===== config.mk =====
export PLATFORM = sky130hd
export DESIGN_NAME = bcd_serial_adder_flat
export DESIGN_NICKNAME = d
export VERILOG_FILES = /design/src/rtl/bcd_pkg.sv /design/src/rtl/bcd_serial_adder_if.sv /design/src/rtl/bcd_digit_add.sv /design/src/rtl/bcd_serial_adder.sv /design/src/flat_wrapper.sv
export SDC_FILE = /design/constraint.sdc
export NUM_CORES = 1
export LEC_CHECK = 0
export BUFFER_PORTS_ARGS = -buffer_cell sky130_fd_sc_hd__buf_2
export CAP_MARGIN = 25
export CORE_AREA = 3 3 105 57
export DETAILED_ROUTE_END_ITERATION = 8
export DIE_AREA = 0 0 108 60
export PLACE_DENSITY = 0.76
export SLEW_MARGIN = 20
export SYNTH_ARGS = -nofsm -noshare
export SYNTH_HDL_FRONTEND = slang
export SYNTH_SLANG_ARGS = --single-unit

===== constraint.sdc =====
create_clock -name clk -period 3.8 [get_ports clk]
set_clock_uncertainty 0.15 [all_clocks]
set_input_delay 0.38 -clock clk [delete_from_list [all_inputs] [get_ports clk]]
set_output_delay 0.38 -clock clk [all_outputs]
set_load 0.02 [all_outputs]

===== src/rtl/bcd_pkg.sv =====
// bcd_pkg: shared widths, FSM states and digit helpers for the serial BCD adder.
package bcd_pkg;
    localparam int BCD_W = 4;

    typedef enum logic [1:0] {IDLE, ADD, DONE} state_t;

    function automatic logic [BCD_W-1:0] nines_comp(input logic [BCD_W-1:0] d);
        return 4'd9 - d;
    endfunction

    function automatic logic bcd_invalid(input logic [BCD_W-1:0] d);
        return d > 4'd9;
    endfunction
endpackage


===== src/rtl/bcd_serial_adder_if.sv =====
// bcd_serial_adder_if: operand/result handshake bundle; err exists only with BCD_INVALID_CHECK_EN.
interface bcd_serial_adder_if #(parameter int DIGITS = 4);
    logic                in_valid;
    logic                in_ready;
    logic [4*DIGITS-1:0] a;
    logic [4*DIGITS-1:0] b;
    logic                ci;
    logic                sub;
    logic                out_valid;
    logic                out_ready;
    logic [4*DIGITS-1:0] sum;
    logic                co;
`ifdef BCD_INVALID_CHECK_EN
    logic                err;
    modport master (output in_valid, a, b, ci, sub, out_ready, input in_ready, out_valid, sum, co, err);
    modport slave  (input in_valid, a, b, ci, sub, out_ready, output in_ready, out_valid, sum, co, err);
`else
    modport master (output in_valid, a, b, ci, sub, out_ready, input in_ready, out_valid, sum, co);
    modport slave  (input in_valid, a, b, ci, sub, out_ready, output in_ready, out_valid, sum, co);
`endif
endinterface


===== src/rtl/bcd_digit_add.sv =====
// bcd_digit_add: one decimal digit add with +6 correction, shared across all digit cycles.
module bcd_digit_add
    import bcd_pkg::*;
(
    input  logic [BCD_W-1:0] a_d,
    input  logic [BCD_W-1:0] b_d,
    input  logic             c_in,
    output logic [BCD_W-1:0] s_d,
    output logic             c_out
);
    logic [BCD_W:0] t;

    always_comb begin
        t     = {1'b0, a_d} + {1'b0, b_d} + {4'd0, c_in};
        c_out = t > 5'd9;
        s_d   = c_out ? t[BCD_W-1:0] + 4'd6 : t[BCD_W-1:0];
    end
endmodule


===== src/rtl/bcd_serial_adder.sv =====
// bcd_serial_adder: digit-serial packed-BCD add/subtract, LSD first, one digit per clock.
// Define BCD_INVALID_CHECK_EN to add the sticky non-BCD operand flag (err).
module bcd_serial_adder
    import bcd_pkg::*;
#(
    parameter int DIGITS = 4
) (
    input logic               clk,
    input logic               rst_n,
    bcd_serial_adder_if.slave bus
);
    localparam int W  = BCD_W * DIGITS;
    localparam int CW = $clog2(DIGITS);

    state_t             state, state_nx;
    logic [CW-1:0]      cnt;
    logic [W-1:0]       a_sr, b_sr, b_in;
    logic               c, c_out, last, accept;
    logic [BCD_W-1:0]   s_d;

    bcd_digit_add u_digit (
        .a_d  (a_sr[BCD_W-1:0]),
        .b_d  (b_sr[BCD_W-1:0]),
        .c_in (c),
        .s_d  (s_d),
        .c_out(c_out)
    );

    always_comb begin
        last     = cnt == CW'(DIGITS - 1);
        accept   = state == IDLE && bus.in_valid;
        state_nx = state == IDLE ? (bus.in_valid ? ADD : IDLE)
                 : state == ADD  ? (last ? DONE : ADD)
                 : (bus.out_ready ? IDLE : DONE);
        b_in = bus.b;
        for (int i = 0; i < DIGITS; i++)
            b_in[i*BCD_W +: BCD_W] = bus.sub ? nines_comp(bus.b[i*BCD_W +: BCD_W]) : bus.b[i*BCD_W +: BCD_W];
    end

    assign bus.in_ready  = state == IDLE;
    assign bus.out_valid = state == DONE;

`ifdef BCD_INVALID_CHECK_EN
    logic err, bad;

    always_comb begin
        bad = 1'b0;
        for (int i = 0; i < DIGITS; i++)
            bad = bad | bcd_invalid(bus.a[i*BCD_W +: BCD_W]) | bcd_invalid(bus.b[i*BCD_W +: BCD_W]);
    end

    always_ff @(posedge clk or negedge rst_n)
        if (!rst_n)
            err <= 1'b0;
        else if (accept)
            err <= bad;

    assign bus.err = err;
`endif

    // Result digits shift into the top of a_sr as operand digits leave the bottom.
    always_ff @(posedge clk or negedge rst_n) begin
        if (!rst_n) begin
            state   <= IDLE;
            cnt     <= '0;
            a_sr    <= '0;
            b_sr    <= '0;
            c       <= 1'b0;
            bus.sum <= '0;
            bus.co  <= 1'b0;
        end else begin
            state <= state_nx;
            if (accept) begin
                a_sr <= bus.a;
                b_sr <= b_in;
                c    <= bus.sub | bus.ci;
                cnt  <= '0;
            end else if (state == ADD) begin
                a_sr <= {s_d, a_sr[W-1:BCD_W]};
                b_sr <= b_sr >> BCD_W;
                c    <= c_out;
                cnt  <= last ? '0 : cnt + 1'b1;
                if (last) begin
                    bus.sum <= {s_d, a_sr[W-1:BCD_W]};
                    bus.co  <= c_out;
                end
            end
        end
    end
endmodule


===== src/flat_wrapper.sv =====
// flat-port wrapper written by rule: the top's interface ports become plain ports
module bcd_serial_adder_flat import bcd_pkg::*;
#(
    parameter int DIGITS = 4
)
  (clk, rst_n, bus_in_valid, bus_a, bus_b, bus_ci, bus_sub, bus_out_ready, bus_in_ready, bus_out_valid, bus_sum, bus_co);
  bcd_serial_adder_if #(.DIGITS(DIGITS)) bus_i ();
  input logic clk;
  input logic rst_n;
  input wire logic [$bits(bus_i.in_valid)-1:0] bus_in_valid;
  input wire logic [$bits(bus_i.a)-1:0] bus_a;
  input wire logic [$bits(bus_i.b)-1:0] bus_b;
  input wire logic [$bits(bus_i.ci)-1:0] bus_ci;
  input wire logic [$bits(bus_i.sub)-1:0] bus_sub;
  input wire logic [$bits(bus_i.out_ready)-1:0] bus_out_ready;
  output wire logic [$bits(bus_i.in_ready)-1:0] bus_in_ready;
  output wire logic [$bits(bus_i.out_valid)-1:0] bus_out_valid;
  output wire logic [$bits(bus_i.sum)-1:0] bus_sum;
  output wire logic [$bits(bus_i.co)-1:0] bus_co;
  assign bus_i.in_valid = bus_in_valid;
  assign bus_i.a = bus_a;
  assign bus_i.b = bus_b;
  assign bus_i.ci = bus_ci;
  assign bus_i.sub = bus_sub;
  assign bus_i.out_ready = bus_out_ready;
  assign bus_in_ready = bus_i.in_ready;
  assign bus_out_valid = bus_i.out_valid;
  assign bus_sum = bus_i.sum;
  assign bus_co = bus_i.co;
  bcd_serial_adder #(.DIGITS(DIGITS)) u_core (.clk(clk), .rst_n(rst_n), .bus(bus_i));
endmodule

# Word-level counts from Yosys, hierarchy flattened
# Index checks and enable logic that the tools add are counted.
[word_totals]
ff_bits = 54
latchBits = 0
mem_bits_rw = 0
romBits = 0
inputBits = 38
out_inout_bits = 19
elab_cells = 44
mem_count = 0
[classes]
addsub = 8
n_mul = 0
div_mod_pow = 0
magnitude_cmp = 1
eq_ne = 3
shifts = 0
muxes = 19
n_bitwise = 2
reduce_logical = 4
[ops]
columns = ["operator", "count"]
rows = [
  ["16-bit 2-to-1 mux", 4],
  ["4-bit 2-to-1 mux", 5],
  ["4-bit subtractor, first input constant", 4],
  ["2-bit 2-to-1 mux", 7],
  ["4-bit by 4-bit adder with 5-bit output", 1],
  ["5-bit by 1-bit adder with 5-bit output", 1],
  ["5-bit by 4-bit > comparator with 1-bit output, second input constant", 1],
  ["4-bit by 3-bit adder with 4-bit output, second input constant", 1],
  ["2-bit equality test, second input constant", 2],
  ["1-bit 2-to-1 mux", 3],
  ["3-bit AND reduction", 1],
  ["2-bit by 1-bit adder with 2-bit output, second input constant", 1],
  ["2-bit by 1-bit equality test with 1-bit output, second input constant", 1],
  ["2-bit zero test", 1],
  ["2-bit nonzero test", 1],
  ["1-bit logical AND", 1],
  ["1-bit inverter", 1],
  ["1-bit OR", 1],
]

# Longest topological paths before layout
[depth]
depth_word = 6
depth_mapped = 10

# Cells and area by module
# From an unflattened synthesis, not the netlist that was laid out.
[unflattened]
hier_cells = 245
hier_area_um2 = 2692.6
[by_module_without_submodules]
columns = ["mod", "n_inst", "cells_per_inst", "area_each_um2", "seq_area_each_um2"]
rows = [
  ["bcd_serial_adder", 1, 223, 2481.1, 1351.3],
  ["bcd_digit_add", 1, 22, 211.5, 0.0],
]

# Least setup slack after synthesis
# No wires, ideal clock.
[synth_timing]
path_kind = "register to register"
from = "reg u_core.c"
to = "reg u_core.a_sr[15]"
t_arrival_ps = 2587
t_required_ps = 3521
setup_slack_ps = 934
stages_incl_launch_ff = 11
n_path_buf = 0
synth_period_minus_slack_ps = 2866
cell_sequence = "dfrtp_1 -> fa_1 -> fa_1 -> xor2_2 -> inv_1 -> ha_1 -> nand2b_1 -> o21ai_2 -> a2111oi_2 -> o21bai_2 -> o21ai_2"
[synth_via]
elab_chain_len = 5
[synth_lines]
columns = ["element", "line_no", "text"]
rows = [
  ["from (decl)", "bcd_serial_adder.sv:18", "logic c, c_out, last, accept;"],
  ["from (signal assigned)", "bcd_serial_adder.sv:76", "c <= bus.sub | bus.ci;"],
  ["from (signal assigned)", "bcd_serial_adder.sv:81", "c <= c_out;"],
  ["5-bit by 1-bit adder with 5-bit output (*)", "bcd_digit_add.sv:14", "t = {1'b0, a_d} + {1'b0, b_d} + {4'd0, c_in};"],
  ["4-bit by 3-bit adder with 4-bit output / 5-bit by 4-bit > comparator with 1-bit output (equally long branches)", "bcd_digit_add.sv:16, bcd_digit_add.sv:15", ""],
  ["4-bit 2-to-1 mux (*)", "bcd_digit_add.sv:16", "s_d = c_out ? t[BCD_W-1:0] + 4'd6 : t[BCD_W-1:0];"],
  ["16-bit 2-to-1 mux (*)", "bcd_serial_adder.sv:78", "end else if (state == ADD) begin"],
  ["16-bit 2-to-1 mux (*)", "bcd_serial_adder.sv:73", "if (accept) begin"],
  ["to (signal assigned)", "bcd_serial_adder.sv:74", "a_sr <= bus.a;"],
  ["to (signal assigned)", "bcd_serial_adder.sv:79", "a_sr <= {s_d, a_sr[W-1:BCD_W]};"],
  ["to (decl)", "bcd_serial_adder.sv:17", "logic [W-1:0] a_sr, b_sr, b_in;"],
]
# Every way passes the cells marked *; elsewhere a longest branch is shown, timed or not. The select of a mux whose other input is x is not followed.
# A chain may end at the register's enable or synchronous reset.

# Worst setup path after layout
[layout_timing]
from = "reg u_core.c"
to = "reg u_core.bus.sum[15]"
[layout_via]
elab_chain_len = 3
[layout_lines]
columns = ["element", "line_no", "text"]
rows = [
  ["5-bit by 1-bit adder with 5-bit output (*)", "bcd_digit_add.sv:14", ""],
  ["4-bit by 3-bit adder with 4-bit output / 5-bit by 4-bit > comparator with 1-bit output (equally long branches)", "bcd_digit_add.sv:16, bcd_digit_add.sv:15", ""],
  ["4-bit 2-to-1 mux (*)", "bcd_digit_add.sv:16", ""],
  ["to (signal assigned)", "bcd_serial_adder.sv:84", "bus.sum <= {s_d, a_sr[W-1:BCD_W]};"],
  ["to (decl)", "bcd_serial_adder_if.sv:19", "modport slave (input in_valid, a, b, ci, sub, out_ready, output in_ready, out_valid, sum, co);"],
]
# Every way passes the cells marked *; elsewhere a longest branch is shown, timed or not.

==> impl_metrics.yaml <==
sta:
  hold_viol_final: 0
  worst_slack_ns: 0.690
  fmax_mhz: 322
  final.setup.tns_ns: 0
  setup_viol: 0
  period_share: 0.818
  fin_crit_ns: 3.11
  slew_violations: 0
  slew_headroom: 0.382
  worst_pin_slew_ns: 0.924
  rsz0062_at_grt: "false"
pwr:
  p_leak_nw: 1.55
  power_w: 0.00340
  power_density_mw_per_mm2: 1080
  ir_worst_vdd_uv: 487
critical_path:
  required_ns: 3.81
  cp.arrival_ns: 3.12
  crit_chain: "fa_1 -> fa_1 -> xor2_2 -> inv_1 -> ha_1 -> nand2b_1 -> o21ai_2 -> a2111oi_2 -> o21bai_2 -> o21ai_2"
  worst-path-max-fanout: 4
  crit_start: "u_core.c$_DFFE_PN0P_"
  worst_r2r_path_depth: 10
  critPathLaunchType: "register"
  rr_startpoint: "u_core.c$_DFFE_PN0P_"
  endpoint_kind: "register"
  r2r_setup_slack_ns: 0.69
  r2r_end: "u_core.bus.sum[15]$_DFFE_PN0P_"
  cpMaxStageDelayCell: "fa_1"
  max_stage_delay_ns: 0.47
  critical_path_class: "reg -> reg"
die:
  chipHeight_um: 60
  rows: 18
  die_x_um: 108
  dieArea_sq_mm: 0.00648
  core_sq_mm: 0.00498
  design.portCount: 57
  start_util: 0.543
hold_path:
  min-delay-start: "bus_out_ready"
  worstHoldPathCells: 2
  hold_path.class: "in -> reg"
  hold_end: "u_core.state[1]$_DFF_PN0_"
place:
  gp_congestion: 0.844
  placed_area_sq_mm: 0.00303
  io_buffer_count: 56
  hpwlAfterDp_um: 4330
  pre_cts_ws_ns: 0.697
synth:
  synth_common_cells: "dfrtp_1, nand2_1, nor2_1"
  yosysWarnings: 0
  synth_cells: 263
  ys_seq_elements: 54
  syn_avg_cell_area_sq_um: 10.3
  synth_top_area_cell: "dfrtp_1"
  synth_edf_count: 0
  syn_area_sq_mm: 0.00270
  netlist_top_cells_area: "dfrtp_1, nand2_1, mux2_2, ha_1, a22oi_1"
  synth.most_common_cell: "dfrtp_1"
  ys_seq_area_frac: 0.500
  syn_nets: 312
  synth_top_area_share: 0.500
  ys_types: 37
  async_reset_ff_frac: 1.00
  synth_top_flop_cell: "dfrtp_1"
routing:
  drc_errors: 0
  num_vias: 2122
  wl_per_cell_um: 15.5
  wirelength_um: 6000
  firstDrtPassIters: 4
  ant_nets: 0
  via_per_inst: 5.47
  drtIter0Drc: 62
grt:
  track_usage: 0.196
  grt_pass1_vias: 2083
  grt_first_pass_wirelength_um: 9820
  grt_max_degree: 36
  antenna_found_initial: 0
  grt_overflow_total: 0
clocking:
  clkTransAtPathRegs_ns: 0.10
  ctsRootBufferMaster: "clkbuf_8"
  cts_tree: "built"
  cts_buffers: 5
  clkSinkCount: 54
  htreeDepth: 2
  post_cts_resized: 0
  insertion_delay_ns: 0.32
  clock_path_buffers: 2
outcome:
  outcome: "complete, no violations"
layout:
  register_area_sq_mm: 0.00135
  fill_cells: 410
  diodes: 0
  fin_nets: 366
  area_delta_synth_final_pct: 16.5
  design_area_sq_mm: 0.00315
  multi_input_area_sq_mm: 0.00125
  drive_gt1_frac: 0.289
run:
  drv_cap: 0
## worst max path at each step
stage / to / slack (ns) / cells after the start
floorplan: u_core.a_sr[15]$_DFFE_PN0P_ / 0.93 / 10
global placement: u_core.bus.sum[15]$_DFFE_PN0P_ / 0.83 / 10
detailed placement: u_core.bus.sum[15]$_DFFE_PN0P_ / 0.70 / 10
CTS: u_core.bus.sum[15]$_DFFE_PN0P_ / 0.69 / 10
global route: u_core.bus.sum[15]$_DFFE_PN0P_ / 0.52 / 10
finish: u_core.bus.sum[15]$_DFFE_PN0P_ / 0.69 / 10
## routing by layer
layer / track usage / part of all wire / vias up
met1: 0.258 / 0.47 / 1034
met5: 0 / 0 / -
met4: 0.0612 / 0.011 / 0
li1: - / - / 1023
met2: 0.330 / 0.46 / 58
met3: 0.0453 / 0.052 / 7
## power breakdown
part,internal (W),switching (W)
registers,0.000870,0.000195
logic,0.000834,0.00117
clock network,0.000134,0.000192
## critical path, delay by kind of cell, from the launching register on
kind	cells	cell delay, ns
xor+xnor	1	0.27
buf+inv	1	0.12
flops	1	0.41
fa+ha+maj	3	1.17
compound gates	4	0.71
simple gates	1	0.14
## registers in the layout, indices dropped and copies added, names as in the netlist
name            flops
u_core.a_sr        16
u_core.b_sr        16
u_core.bus.co       1
u_core.bus.sum     16
u_core.c            1
u_core.cnt          2
u_core.state        2
## logic make-up after synthesis
group / synth area share
xor+xnor: 0.0352
mux: 0.0764
flops: 0.500
compound gates: 0.166
buf+inv: 0.0394
fa+ha+maj: 0.0565
simple gates: 0.126
## through the flow
step	util	std cells	hold slack (ns)
2_1_floorplan	-	263	-0.0656
3_3_place_gp	0.609	378	0.252
3_5_place_dp	0.609	378	0.259
4_1_cts	0.629	387	0.0889
5_1_grt	0.632	388	0.103
6_report	0.632	388	0.110
## timing repair
action / in CTS / in global routing
hold buffers: 1 / 0
buffers inserted: 0 / 0
endpoints found under the hold margin: 25 / 0
## area by class of cell
class | count | share of cell area
tap | 70 | 0.0278
clock inverter | 2 | 0.00556
multi-input combinational | 183 | 0.396
timing repair buffer | 61 | 0.104
inverter | 12 | 0.0143
clock buffer | 6 | 0.0231
sequential | 54 | 0.429
## cells in the final DEF (no fill, tap or decap), types with 2 or more instances in the layout
cell / Yosys / layout
a221o_1: 6 / 6
ha_1: 9 / 9
fa_1: 2 / 2
a21oi_1: 4 / 4
nor2_1: 23 / 23
inv_1: 12 / 12
xor2_1: 4 / 4
o21ai_2: 3 / 3
nand3_1: 6 / 6
o21ai_1: 2 / 2
a22oi_1: 13 / 13
o21ai_0: 11 / 11
buf_2: 7 / 56
clkbuf_8: 0 / 5
a31oi_1: 8 / 8
dfrtp_1: 54 / 54
mux2i_1: 6 / 6
nand2b_1: 2 / 2
buf_4: 0 / 3
xnor2_1: 5 / 5
mux2_2: 13 / 13
nand2_1: 50 / 50
No activity file was read; power rests on OpenSTA's default activity.
